## src/rtl/boot_loader_pkg.sv

```systemverilog
// boot_loader_pkg: shared states, header/word byte counts and lane index types for the imem boot loader
package boot_loader_pkg;
  typedef enum logic [2:0] {IDLE, HDR, DATA, WRITE, DONE, ERR} state_t;
  localparam int HdrBytes = 2;
  localparam int BytesPerWord = 4;
  typedef logic [$clog2(BytesPerWord)-1:0] lane_t;
  typedef logic [$clog2(HdrBytes)-1:0] hdr_idx_t;
endpackage

```

## src/rtl/word_packer.sv

```systemverilog
// word_packer: assembles four bytes little-endian into a 32-bit word, exposing the completed word in the cycle its last byte arrives
module word_packer import boot_loader_pkg::*; (
  input  logic        clk_i,
  input  logic        rst_i,
  input  logic        clear_i,
  input  logic        shift_i,
  input  logic [7:0]  byte_i,
  output logic [31:0] word_o,
  output logic        full_o
);
  logic [23:0] r_sr;
  lane_t       r_lane;
  assign word_o = {byte_i, r_sr};
  assign full_o = shift_i && r_lane == lane_t'(BytesPerWord - 1);
  // shift older bytes down so the first byte of a word ends up in bits [7:0]
  always_ff @(posedge clk_i or posedge rst_i)
    if (rst_i) begin
      r_sr   <= '0;
      r_lane <= '0;
    end else if (clear_i) begin
      r_sr   <= '0;
      r_lane <= '0;
    end else if (shift_i) begin
      r_sr   <= {byte_i, r_sr[23:8]};
      r_lane <= lane_t'(r_lane + 1'b1);
    end
endmodule

```

## src/rtl/imem_boot_loader.sv

```systemverilog
// imem_boot_loader: streams a counted byte image into imem through the core load port while holding the core in reset
module imem_boot_loader import boot_loader_pkg::*; #(
  parameter int AddressWidth  = 10,
  parameter int DataWidth     = 32,
  parameter int TimeoutCycles = 1000000
) (
  input  logic                    clk_i,
  input  logic                    rst_i,
  input  logic                    start_i,
  input  logic                    byte_valid_i,
  input  logic [7:0]              byte_data_i,
  output logic                    byte_ready_o,
  output logic                    imem_ld_o,
  output logic [AddressWidth-1:0] imem_ld_addr_o,
  output logic [DataWidth-1:0]    imem_ld_data_o,
  output logic                    core_rst_o,
  output logic                    busy_o,
  output logic                    done_o,
  output logic                    err_o
);
  state_t                  r_state;
  hdr_idx_t                r_hdr_cnt;
  logic [15:0]             r_n;
  logic [AddressWidth-1:0] r_idx;
  logic [31:0]             r_idle;
  logic                    r_ld, r_core_rst, r_busy, r_done, r_err;
  logic [AddressWidth-1:0] r_addr;
  logic [DataWidth-1:0]    r_data;
  logic                    w_ready, w_xfer, w_clear, w_full, w_tmo, w_last;
  logic [15:0]             w_n;
  logic [31:0]             w_word;
  assign w_ready = r_state == HDR || r_state == DATA;
  assign w_xfer  = w_ready && byte_valid_i;
  assign w_clear = start_i && (r_state == IDLE || r_state == DONE || r_state == ERR);
  assign w_n     = {byte_data_i, r_n[7:0]};
  assign w_tmo   = TimeoutCycles != 0 && r_idle == 32'(TimeoutCycles - 1);
  assign w_last  = 32'(r_idx) + 32'd1 == 32'(r_n);
  assign byte_ready_o   = w_ready;
  assign imem_ld_o      = r_ld;
  assign imem_ld_addr_o = r_addr;
  assign imem_ld_data_o = r_data;
  assign core_rst_o     = r_core_rst;
  assign busy_o         = r_busy;
  assign done_o         = r_done;
  assign err_o          = r_err;
  word_packer u_packer (
    .clk_i   (clk_i),
    .rst_i   (rst_i),
    .clear_i (w_clear),
    .shift_i (w_xfer && r_state == DATA),
    .byte_i  (byte_data_i),
    .word_o  (w_word),
    .full_o  (w_full)
  );
  // load sequencer: header parse, word writes, timeout and completion status
  always_ff @(posedge clk_i or posedge rst_i)
    if (rst_i) begin
      r_state    <= IDLE;
      r_hdr_cnt  <= '0;
      r_n        <= '0;
      r_idx      <= '0;
      r_idle     <= '0;
      r_ld       <= 1'b0;
      r_addr     <= '0;
      r_data     <= '0;
      r_core_rst <= 1'b1;
      r_busy     <= 1'b0;
      r_done     <= 1'b0;
      r_err      <= 1'b0;
    end else begin
      r_idle <= (w_ready && !w_xfer) ? r_idle + 32'd1 : '0;
      case (r_state)
        IDLE, DONE, ERR:
          if (start_i) begin
            r_state    <= HDR;
            r_hdr_cnt  <= '0;
            r_idx      <= '0;
            r_core_rst <= 1'b1;
            r_busy     <= 1'b1;
            r_done     <= 1'b0;
            r_err      <= 1'b0;
          end
        HDR:
          if (w_xfer && r_hdr_cnt != hdr_idx_t'(HdrBytes - 1)) begin
            r_n[7:0]  <= byte_data_i;
            r_hdr_cnt <= hdr_idx_t'(r_hdr_cnt + 1'b1);
          end else if (w_xfer) begin
            r_n[15:8] <= byte_data_i;
            if (w_n == 16'd0) begin
              r_state    <= DONE;
              r_core_rst <= 1'b0;
              r_busy     <= 1'b0;
              r_done     <= 1'b1;
            end else if ({16'd0, w_n} > (32'd1 << AddressWidth)) begin
              r_state <= ERR;
              r_busy  <= 1'b0;
              r_err   <= 1'b1;
            end else
              r_state <= DATA;
          end else if (w_tmo) begin
            r_state <= ERR;
            r_busy  <= 1'b0;
            r_err   <= 1'b1;
          end
        DATA:
          if (w_full) begin
            r_state <= WRITE;
            r_ld    <= 1'b1;
            r_addr  <= r_idx;
            r_data  <= DataWidth'(w_word);
          end else if (!w_xfer && w_tmo) begin
            r_state <= ERR;
            r_busy  <= 1'b0;
            r_err   <= 1'b1;
          end
        WRITE: begin
          r_ld <= 1'b0;
          if (w_last) begin
            r_state    <= DONE;
            r_core_rst <= 1'b0;
            r_busy     <= 1'b0;
            r_done     <= 1'b1;
          end else begin
            r_state <= DATA;
            r_idx   <= r_idx + AddressWidth'(1);
          end
        end
        default: r_state <= IDLE;
      endcase
    end
endmodule
```

## config.mk

```make
export PLATFORM = sky130hd
export DESIGN_NAME = imem_boot_loader
export DESIGN_NICKNAME = d
export VERILOG_FILES = /design/src/rtl/boot_loader_pkg.sv /design/src/rtl/word_packer.sv /design/src/rtl/imem_boot_loader.sv
export SDC_FILE = /design/constraint.sdc
export NUM_CORES = 1
export LEC_CHECK = 0
export CORE_UTILIZATION = 40
export DETAILED_ROUTE_END_ITERATION = 12
export PLACE_DENSITY_LB_ADDON = 0.12
export SYNTH_ARGS = -nofsm -noshare
export SYNTH_HDL_FRONTEND = slang
export SYNTH_SLANG_ARGS = --single-unit
```

## constraint.sdc

```tcl
create_clock -name clk_i -period 5.5 [get_ports clk_i]
set_clock_uncertainty 0.15 [all_clocks]
set_input_delay 0.825 -clock clk_i [delete_from_list [all_inputs] [get_ports clk_i]]
set_output_delay 0.825 -clock clk_i [all_outputs]
set_load 0.02 [all_outputs]
```

Word-level counts from Yosys, hierarchy flattened
Cells that the tools add are included.
{"block": "op_classes", "shifts": 0, "add_sub_neg": 5, "div": 0, "bitwise_logic": 2, "n_mul": 0, "eq_ne": 23, "n_reduce_logical": 31, "n_mux": 50, "order_cmp": 1}
{"operator": "$mux W24", "count": 2}
{"operator": "$add A32 B1 Y32 const B", "count": 1}
{"operator": "$eq A32 B20 Y1 const B", "count": 1}
{"operator": "$mux W32", "count": 1}
{"operator": "$mux W3", "count": 9}
{"operator": "$mux W1", "count": 26}
{"operator": "$mux W10", "count": 2}
{"operator": "$pmux W10 S2", "count": 1}
{"operator": "$eq A11 B16 Y1", "count": 1}
{"operator": "$gt A16 B11 Y1 const B", "count": 1}
{"operator": "$logic_not A16 Y1", "count": 1}
{"operator": "$reduce_and A8 Y1", "count": 2}
{"operator": "$ne A2 B2 Y1 const B", "count": 6}
{"operator": "$pmux W3 S4", "count": 1}
{"operator": "$add A10 B1 Y11 const B", "count": 1}
{"operator": "$add A10 B1 Y10 const B", "count": 1}
{"operator": "$pmux W1 S3", "count": 3}
{"operator": "$reduce_and A3 Y1", "count": 3}
{"operator": "$ne A2 B1 Y1 const B", "count": 4}
{"operator": "$reduce_bool A2 Y1", "count": 4}
{"operator": "$logic_and A1 B1 Y1", "count": 7}
{"operator": "$eq A3 B2 Y1 const B", "count": 2}
{"operator": "$eq A3 B3 Y1 const B", "count": 2}
{"operator": "$ne A3 B3 Y1 const B", "count": 2}
{"operator": "20 further kinds", "count": 28}
{"block": "word_totals", "register_bits": 135, "n_memories": 0, "elab_cells": 127, "ramBits": 0, "latch_bits": 0, "romBits": 0}

Longest topological paths before layout
Gate-level depths: netlist of run 1.
{"block": "logic_depth", "ltp_word": 8, "mapped_depth": 10}

Hierarchy
From an unflattened synthesis of run 1, not the netlist that was laid out.
{"block": "unflattened", "cells_unflattened": 552, "area_unflattened_um2": 6283.5}
{"mod": "imem_boot_loader", "seq_area_each_um2": 2728.9, "cells_per_inst": 457, "instances": 1, "area_per_inst_um2": 5124.9}
{"mod": "word_packer", "seq_area_each_um2": 650.6, "cells_per_inst": 95, "instances": 1, "area_per_inst_um2": 1158.6}

Worst setup path before layout of run 1
Ideal clock, no wire load.
{"block": "synth_path", "path_type": "in2reg", "start": "in byte_valid_i", "end": "reg r_addr[7] (netlist: imem_ld_addr_o[7])", "path_buffers": 3, "path_slack_ps": 3063, "setup_time_ps": 125, "cell_stages": 6, "arrival_time_ps": 2162, "path_cell_list": "clkbuf_1 and3_1 clkbuf_1 nand2_1 buf_2 mux2_2"}
{"block": "synth_between", "elab_chain_cells": 4}
{"element": "start, declared", "line_no": "imem_boot_loader.sv:10", "source": "input logic byte_valid_i,"}
{"element": "$logic_and A1 B1 Y1", "line_no": "imem_boot_loader.sv:33", "source": "assign w_xfer = w_ready && byte_valid_i;"}
{"element": "$logic_and A1 B1 Y1", "line_no": "imem_boot_loader.sv:50", "source": ".shift_i (w_xfer && r_state == DATA),"}
{"element": "$logic_and A1 B1 Y1", "line_no": "word_packer.sv:14", "source": "assign full_o = shift_i && r_lane == lane_t'(BytesPerWord - 1);"}
{"element": "$reduce_and A2 Y1 (no line)"}
{"element": "end signal, assigned", "line_no": "imem_boot_loader.sv:109", "source": "r_addr <= r_idx;"}
{"element": "end, declared", "line_no": "imem_boot_loader.sv:27", "source": "logic [AddressWidth-1:0] r_addr;"}
Every way passes these cells.
A chain may end at the register's enable or synchronous reset.

Worst setup path after layout of run 1
{"block": "layout_path", "start": "reg r_idx[0]", "end": "reg r_idx[0]"}
{"block": "layout_between", "elab_chain_cells": 4}
{"element": "start, declared", "line_no": "imem_boot_loader.sv:24", "source": "logic [AddressWidth-1:0] r_idx;"}
{"element": "start signal, assigned", "line_no": "imem_boot_loader.sv:125", "source": "r_idx <= r_idx + AddressWidth'(1);"}
{"element": "$add A10 B1 Y11", "line_no": "imem_boot_loader.sv:37", "source": "assign w_last = 32'(r_idx) + 32'd1 == 32'(r_n);"}
{"element": "$eq A11 B16 Y1", "line_no": "imem_boot_loader.sv:37"}
{"element": "$ne A2 B2 Y1 (no line)"}
{"element": "$reduce_and A3 Y1 (no line)"}
Parallel ways exist; a longest one is shown, timed or not. The select of a mux whose other input is x is not followed.

==> results.sh, run 1 <==
export IMPL_ir_worst_vdd_mv=0.2123
export IMPL_p_leak_uw=0.003272
export IMPL_vias_per_cell=5.186
export IMPL_routed_wl_mm=13.77
export IMPL_critical_path_startpoint_type="flip-flop"
export IMPL_cts_max_path_buffers=2
export IMPL_hold_buffers=0
export IMPL_fin_area_mm2=0.007602
export IMPL_core_area_mm2=0.01526
export IMPL_placed_cells=827
export IMPL_clock_latency_ps=420
export IMPL_period_share=0.6247
export IMPL_yosys_warnings=0
export IMPL_gp_congestion=0.7981
export IMPL_nets=650
export IMPL_grt_ovfl_total=0
export IMPL_start_util=0.4120
export IMPL_final_layout_size_suffix_gt1_frac=0.1620
export IMPL_synth_cells=587
export IMPL_preCtsSetupSlack_ps=1706
export IMPL_cts_resized=0
export IMPL_power_density_mw_per_mm2=353.6
export IMPL_worstMarginPinSlew_ps=1126
export IMPL_grt_first_pass_wirelength_mm=23.16
export IMPL_pwr_share_seq=0.441
export IMPL_grt_pass1_vias=4379
export IMPL_drt_iter0_drc=304
export IMPL_final_cell_mix="134 x dfrtp_1, 75 x nand2_1, 59 x clkdlybuf4s50_1, 58 x mux2_2, 47 x nor2_1"
export IMPL_layout_setup_ws_ps=2064
export IMPL_numCtsBuffers=17
export IMPL_cts_tree="done"
export IMPL_htreeDepth=4
export IMPL_ys_ff_latch=135
export IMPL_synth_cell_type_count=56
export IMPL_num_rows=45
export IMPL_cp_end_kind="flip-flop"
export IMPL_maxCapViolations=0
export IMPL_p_int_uw=1963
export IMPL_stdcell_count=859
export IMPL_final_common_cell="dfrtp_1"
export IMPL_syn_num_nets=602
export IMPL_syn_avg_cell_area_um2=10.71
export IMPL_switching_share=0.2696
export IMPL_grt_antenna_before_repair=0
export IMPL_die_w_um=127.4
export IMPL_clock_sink_count=135
export IMPL_synth_area_mm2=0.006286
export IMPL_yosys_most_used_dff="dfrtp_1"
export IMPL_die_area_mm2=0.01622
export IMPL_vias=4455
export IMPL_synth_async_sr_flop_share=1.000
export IMPL_worst_hold_path_type="flip-flop to flip-flop"
export IMPL_drc_errors=0
export IMPL_antenna_cells=0
export IMPL_finalSetupViolCount=0
export IMPL_grt_setup_unrepaired="false"
export IMPL_cp_data_arrival_time_ps=3640
export IMPL_post_cts_setup_buffers=0
export IMPL_port_buffers=59
export IMPL_status="completed"
export IMPL_avgRoutedWirePerCell_um=16.03
export IMPL_grt_max_degree=109
export IMPL_first_pass_iters=5
export IMPL_pwr_share_comb=0.146
export IMPL_seq_area_frac_synth=0.5376
export IMPL_clkPwrFrac=0.413
export IMPL_syn_to_final_growth_pct=20.94
export IMPL_crit_path_max_fanout=14
export IMPL_placedInstanceArea_mm2=0.007018
export IMPL_detail_route_antenna_nets=0
export IMPL_synth_edf_count=0
export IMPL_clk_pin_slew_ps=60
export IMPL_hold_violations=0
export IMPL_cts_root_buf="clkbuf_16"
export IMPL_hpwl_mm=9.334
export IMPL_final_max_slew_viol_count=0
export IMPL_io_pins=60
export IMPL_die_y_um=127.4
export IMPL_required_ps=5710
export IMPL_crit_type="flip-flop to flip-flop"
export IMPL_p_sw_uw=724.9
export IMPL_min_period_ps=3436
export IMPL_clock_fmax_mhz=291.0
export IMPL_grt_usage=0.1857
export IMPL_power_uw=2688
export IMPL_finalSetupTns_ps=0
export IMPL_slew_headroom=0.2475
## through the flow
stage	hold slack, ps	util
2_1_floorplan	304.7	-
3_3_place_gp	318.4	0.4599
3_5_place_dp	332.5	0.4599
4_1_cts	340.5	0.4982
5_1_grt	370.2	0.4982
6_report	337.7	0.4982
## Yosys cell counts, drive strengths merged (3+ instances only)
cell type    n  area (um2)
nor3b        3       22.52
nor2b        5       31.28
o211ai       3       22.52
nor2        48       182.7
and3         6       37.54
dfrtp      134        3353
nor4         7       58.81
inv          7       26.28
nand4       11       83.83
nand2       76       285.3
nand3       24       132.6
and2         4       25.02
o31ai        4       30.03
o21ai       38       193.9
or3          8       50.05
nor3        21       120.1
mux2        58       653.1
a21oi       15       75.07
clkbuf      17       63.81
xnor2       23       201.4
a21o         6       45.04
buf         16       95.09
ha           3       37.54
nor4b        3       26.28
and4         3       26.28
a211o        4       35.03
xor2        15       131.4
## layout make-up
type,count,area (um2)
Fill cell,1375,7656
Multi-Input combinational cell,412,2730
Tap cell,211,264.0
Timing Repair Buffer,62,613.1
Inverter,7,31.28
Sequential cell,135,3379
Clock buffer,22,464.2
Clock inverter,10,120.1
## state kept, by name, indices dropped and copies added, names as in the netlist, 2 cells and up
name / count
imem_ld_data_o: 32
r_idle: 32
u_packer.r_sr: 24
r_n: 16
imem_ld_addr_o: 10
r_idx: 10
r_state: 3
u_packer.r_lane: 2
## power by group through the flow
stage / clock, uW / sequential [uW] / combinational [uW]
finish: 1110 / 1180 / 392
global route: 1180 / 1200 / 432
CTS: 1140 / 1180 / 399
detailed placement: 0 / 1200 / 398
global placement: 0 / 1200 / 389
floorplan: 0 / 1170 / 301
## routing by layer
layer	routed length, um	vias to the layer above	track usage	share of wire
li1	-	2157	-	-
met1	6373	2223	0.2495	0.46
met2	6865	66	0.2928	0.50
met3	421	9	0.04104	0.031
met4	110	0	0.07283	0.0080
met5	0	-	0	0
## critical path, cell delays in order (launching register included)
cell,delay [ps]
dfrtp_1,570
ha_1,440
and3_1,230
nand3_1,160
nor4b_1,340
o22ai_1,180
o21ai_2,570
and2_1,490
mux2_2,240
## final timing paths
kind / from / end / slack (ps) / cells past startpoint
max: r_idx[0]$_DFFE_PP0P_ / r_idx[0]$_DFFE_PP0P_ / 2060 / 8
min: r_idle[0]$_DFF_PP0_ / r_idle[0]$_DFF_PP0_ / 340 / 1
max reg2reg: r_idx[0]$_DFFE_PP0P_ / r_idx[0]$_DFFE_PP0P_ / 2060 / 8
min reg2reg: r_idle[0]$_DFF_PP0_ / r_idle[0]$_DFF_PP0_ / 340 / 1
max in group asynchronous: rst_i / core_rst_o$_DFFE_PP1P_ / 3360 / 3
min in group asynchronous: rst_i / r_idle[3]$_DFF_PP0_ / 850 / 2
## kinds of logic (layout without fill, tap and decap cells)
logic type | count (synthesis) | count (layout) | synth area share
fa+ha+maj | 3 | 3 | 0.005972
simple gates | 231 | 231 | 0.1879
compound gates | 81 | 81 | 0.07842
buf+inv | 40 | 101 | 0.02946
xor+xnor | 39 | 39 | 0.05673
flops | 135 | 135 | 0.5376
mux | 58 | 58 | 0.1039
Note: power is estimated with default switching activity, not from simulation.
==> run 2: changes to the inputs <==
clock period = 2.85 ns   (was 5.5 ns; I/O delays follow)
==> results.sh, run 2 (synthesis gave the netlist of run 1 again) <==
export IMPL_detail_route_antenna_nets=0
export IMPL_hold_violations=0
export IMPL_period_share=0.9303
export IMPL_cts_max_path_buffers=2
export IMPL_placed_cells=852
export IMPL_cp_data_arrival_time_ps=2800
export IMPL_grt_ovfl_total=0
export IMPL_slew_headroom=0.5775
export IMPL_crit_type="flip-flop to flip-flop"
export IMPL_power_density_mw_per_mm2=686.4
export IMPL_worstMarginPinSlew_ps=623.8
export IMPL_grt_antenna_before_repair=0
export IMPL_final_layout_size_suffix_gt1_frac=0.1991
export IMPL_vias=4637
export IMPL_r2r_end="r_idx[8]$_DFFE_PP0P_"
export IMPL_cp_startpoint="r_idx[2]$_DFFE_PP0P_"
export IMPL_cts_root_buf="clkbuf_16"
export IMPL_ir_worst_vdd_mv=0.5328
export IMPL_multi_input_area_mm2=0.002734
export IMPL_gp_congestion=0.8129
export IMPL_antenna_cells=0
export IMPL_grt_pass1_vias=4600
export IMPL_port_buffers=59
export IMPL_final_cell_mix="133 x dfrtp_1, 75 x nand2_1, 59 x clkdlybuf4s50_1, 58 x mux2_2, 47 x nor2_1"
export IMPL_first_pass_iters=7
export IMPL_hold_ws_ps=194.5
export IMPL_grt_setup_unrepaired="false"
export IMPL_r2r_start="r_idx[2]$_DFFE_PP0P_"
export IMPL_maxCapViolations=0
export IMPL_post_cts_setup_buffers=0
export IMPL_avgRoutedWirePerCell_um=16.24
export IMPL_drc_errors=0
export IMPL_clock_fmax_mhz=377.2
export IMPL_finalSetupTns_ps=0
export IMPL_nFillCells=1361
export IMPL_routed_wl_mm=14.36
export IMPL_seqCellArea_mm2=0.003381
export IMPL_status="completed"
export IMPL_finalSetupViolCount=0
export IMPL_numCtsBuffers=17
export IMPL_drt_iter0_drc=328
export IMPL_die_w_um=127.4
export IMPL_critical_path_startpoint_type="flip-flop"
export IMPL_clock_sink_count=135
export IMPL_syn_to_final_growth_pct=24.98
export IMPL_min_period_ps=2651
export IMPL_stdcell_count=884
export IMPL_htreeDepth=4
export IMPL_r2r_cells=7
export IMPL_nets=675
export IMPL_cp_end_kind="flip-flop"
export IMPL_grt_first_pass_wirelength_mm=23.93
export IMPL_power_uw=5393
export IMPL_num_rows=45
export IMPL_cts_resized=0
export IMPL_core_area_mm2=0.01526
export IMPL_final_util=0.5149
export IMPL_hold_buffers=0
export IMPL_die_y_um=127.4
export IMPL_final_max_slew_viol_count=0
export IMPL_start_util=0.4120
export IMPL_clk_pin_slew_ps=60
export IMPL_hpwl_mm=10.29
export IMPL_grt_usage=0.1916
export IMPL_endpoint="r_idx[8]$_DFFE_PP0P_"
export IMPL_worst_hold_path_type="primary input to async pin"
export IMPL_final_common_cell="dfrtp_1"
export IMPL_io_pins=60
export IMPL_grt_max_degree=57
export IMPL_die_area_mm2=0.01622
export IMPL_vias_per_cell=5.245
export IMPL_required_ps=2990
export IMPL_cts_tree="done"
export IMPL_r2r_slack_ps=200
export IMPL_crit_path_max_fanout=9
export IMPL_p_leak_uw=0.003412
export IMPL_clock_latency_ps=410
-- run 2: cell count changes in the layout (fill, tap and decap cells not counted), sizes merged --
cell and change:
buf +25, bufinv +2, clkbuf -2, clkinvlp +2, inv -2
-- run 2: cell type report --
type	count	share of cell area
multi-input cells	412	0.3480
well taps	211	0.03360
clock inverters	12	0.02230
inverters	7	0.003822
repair buffers	87	0.1051
clock buffers	20	0.05686
flip-flops and latches	135	0.4303
-- run 2: worst min-delay path by stage --
| stage | start | end | slack, ps | cells after the start |
|---|---|---|---|---|
| 6_report | rst_i | u_packer.r_sr[15]$_DFFE_PP0P_ | 190 | 2 |
| 4_1_cts | rst_i | u_packer.r_sr[15]$_DFFE_PP0P_ | 190 | 2 |
| 3_3_place_gp | r_idle[0]$_DFF_PP0_ | r_idle[0]$_DFF_PP0_ | 320 | 1 |
| 3_5_place_dp | r_idle[0]$_DFF_PP0_ | r_idle[0]$_DFF_PP0_ | 330 | 1 |
| 5_1_grt | rst_i | u_packer.r_sr[15]$_DFFE_PP0P_ | 210 | 2 |
| 2_1_floorplan | r_idle[0]$_DFF_PP0_ | r_idle[0]$_DFF_PP0_ | 300 | 1 |
-- run 2: routing by layer --
metal  vias to the layer above  global-route usage  part of all wire
met1                      2299              0.2639              0.47
met2                       104              0.2980              0.48
met5                         -                   0                 0
li1                       2221                   -                 -
met4                         0             0.05882             0.013
met3                        13             0.04774             0.039
-- run 2: where the power goes --
part | internal [uW] | total (uW) | switching, uW
Clock | 1490 | 2290 | 808
Combinational | 400 | 818 | 418
Sequential | 2090 | 2280 | 191
Total | 3980 | 5390 | 1420
-- run 2: worst max-delay path, cell delays in order (launching register included) --
cell      delay (ps)
dfrtp_1          500
and3_1           260
nand3_1          140
nor3_1            70
o311ai_1         580
o21ai_2          200
and2_2           280
a221o_1          350
-- run 2: through the flow --
step / instance area (um2) / worst slack (ps)
final: 7856 / 198.5
after floorplan: 6290 / 443.3
after global routing: 7856 / 32.55
after CTS: 7851 / 114.9
after global placement: 7229 / 200.5
after detailed placement: 7229 / 92.11
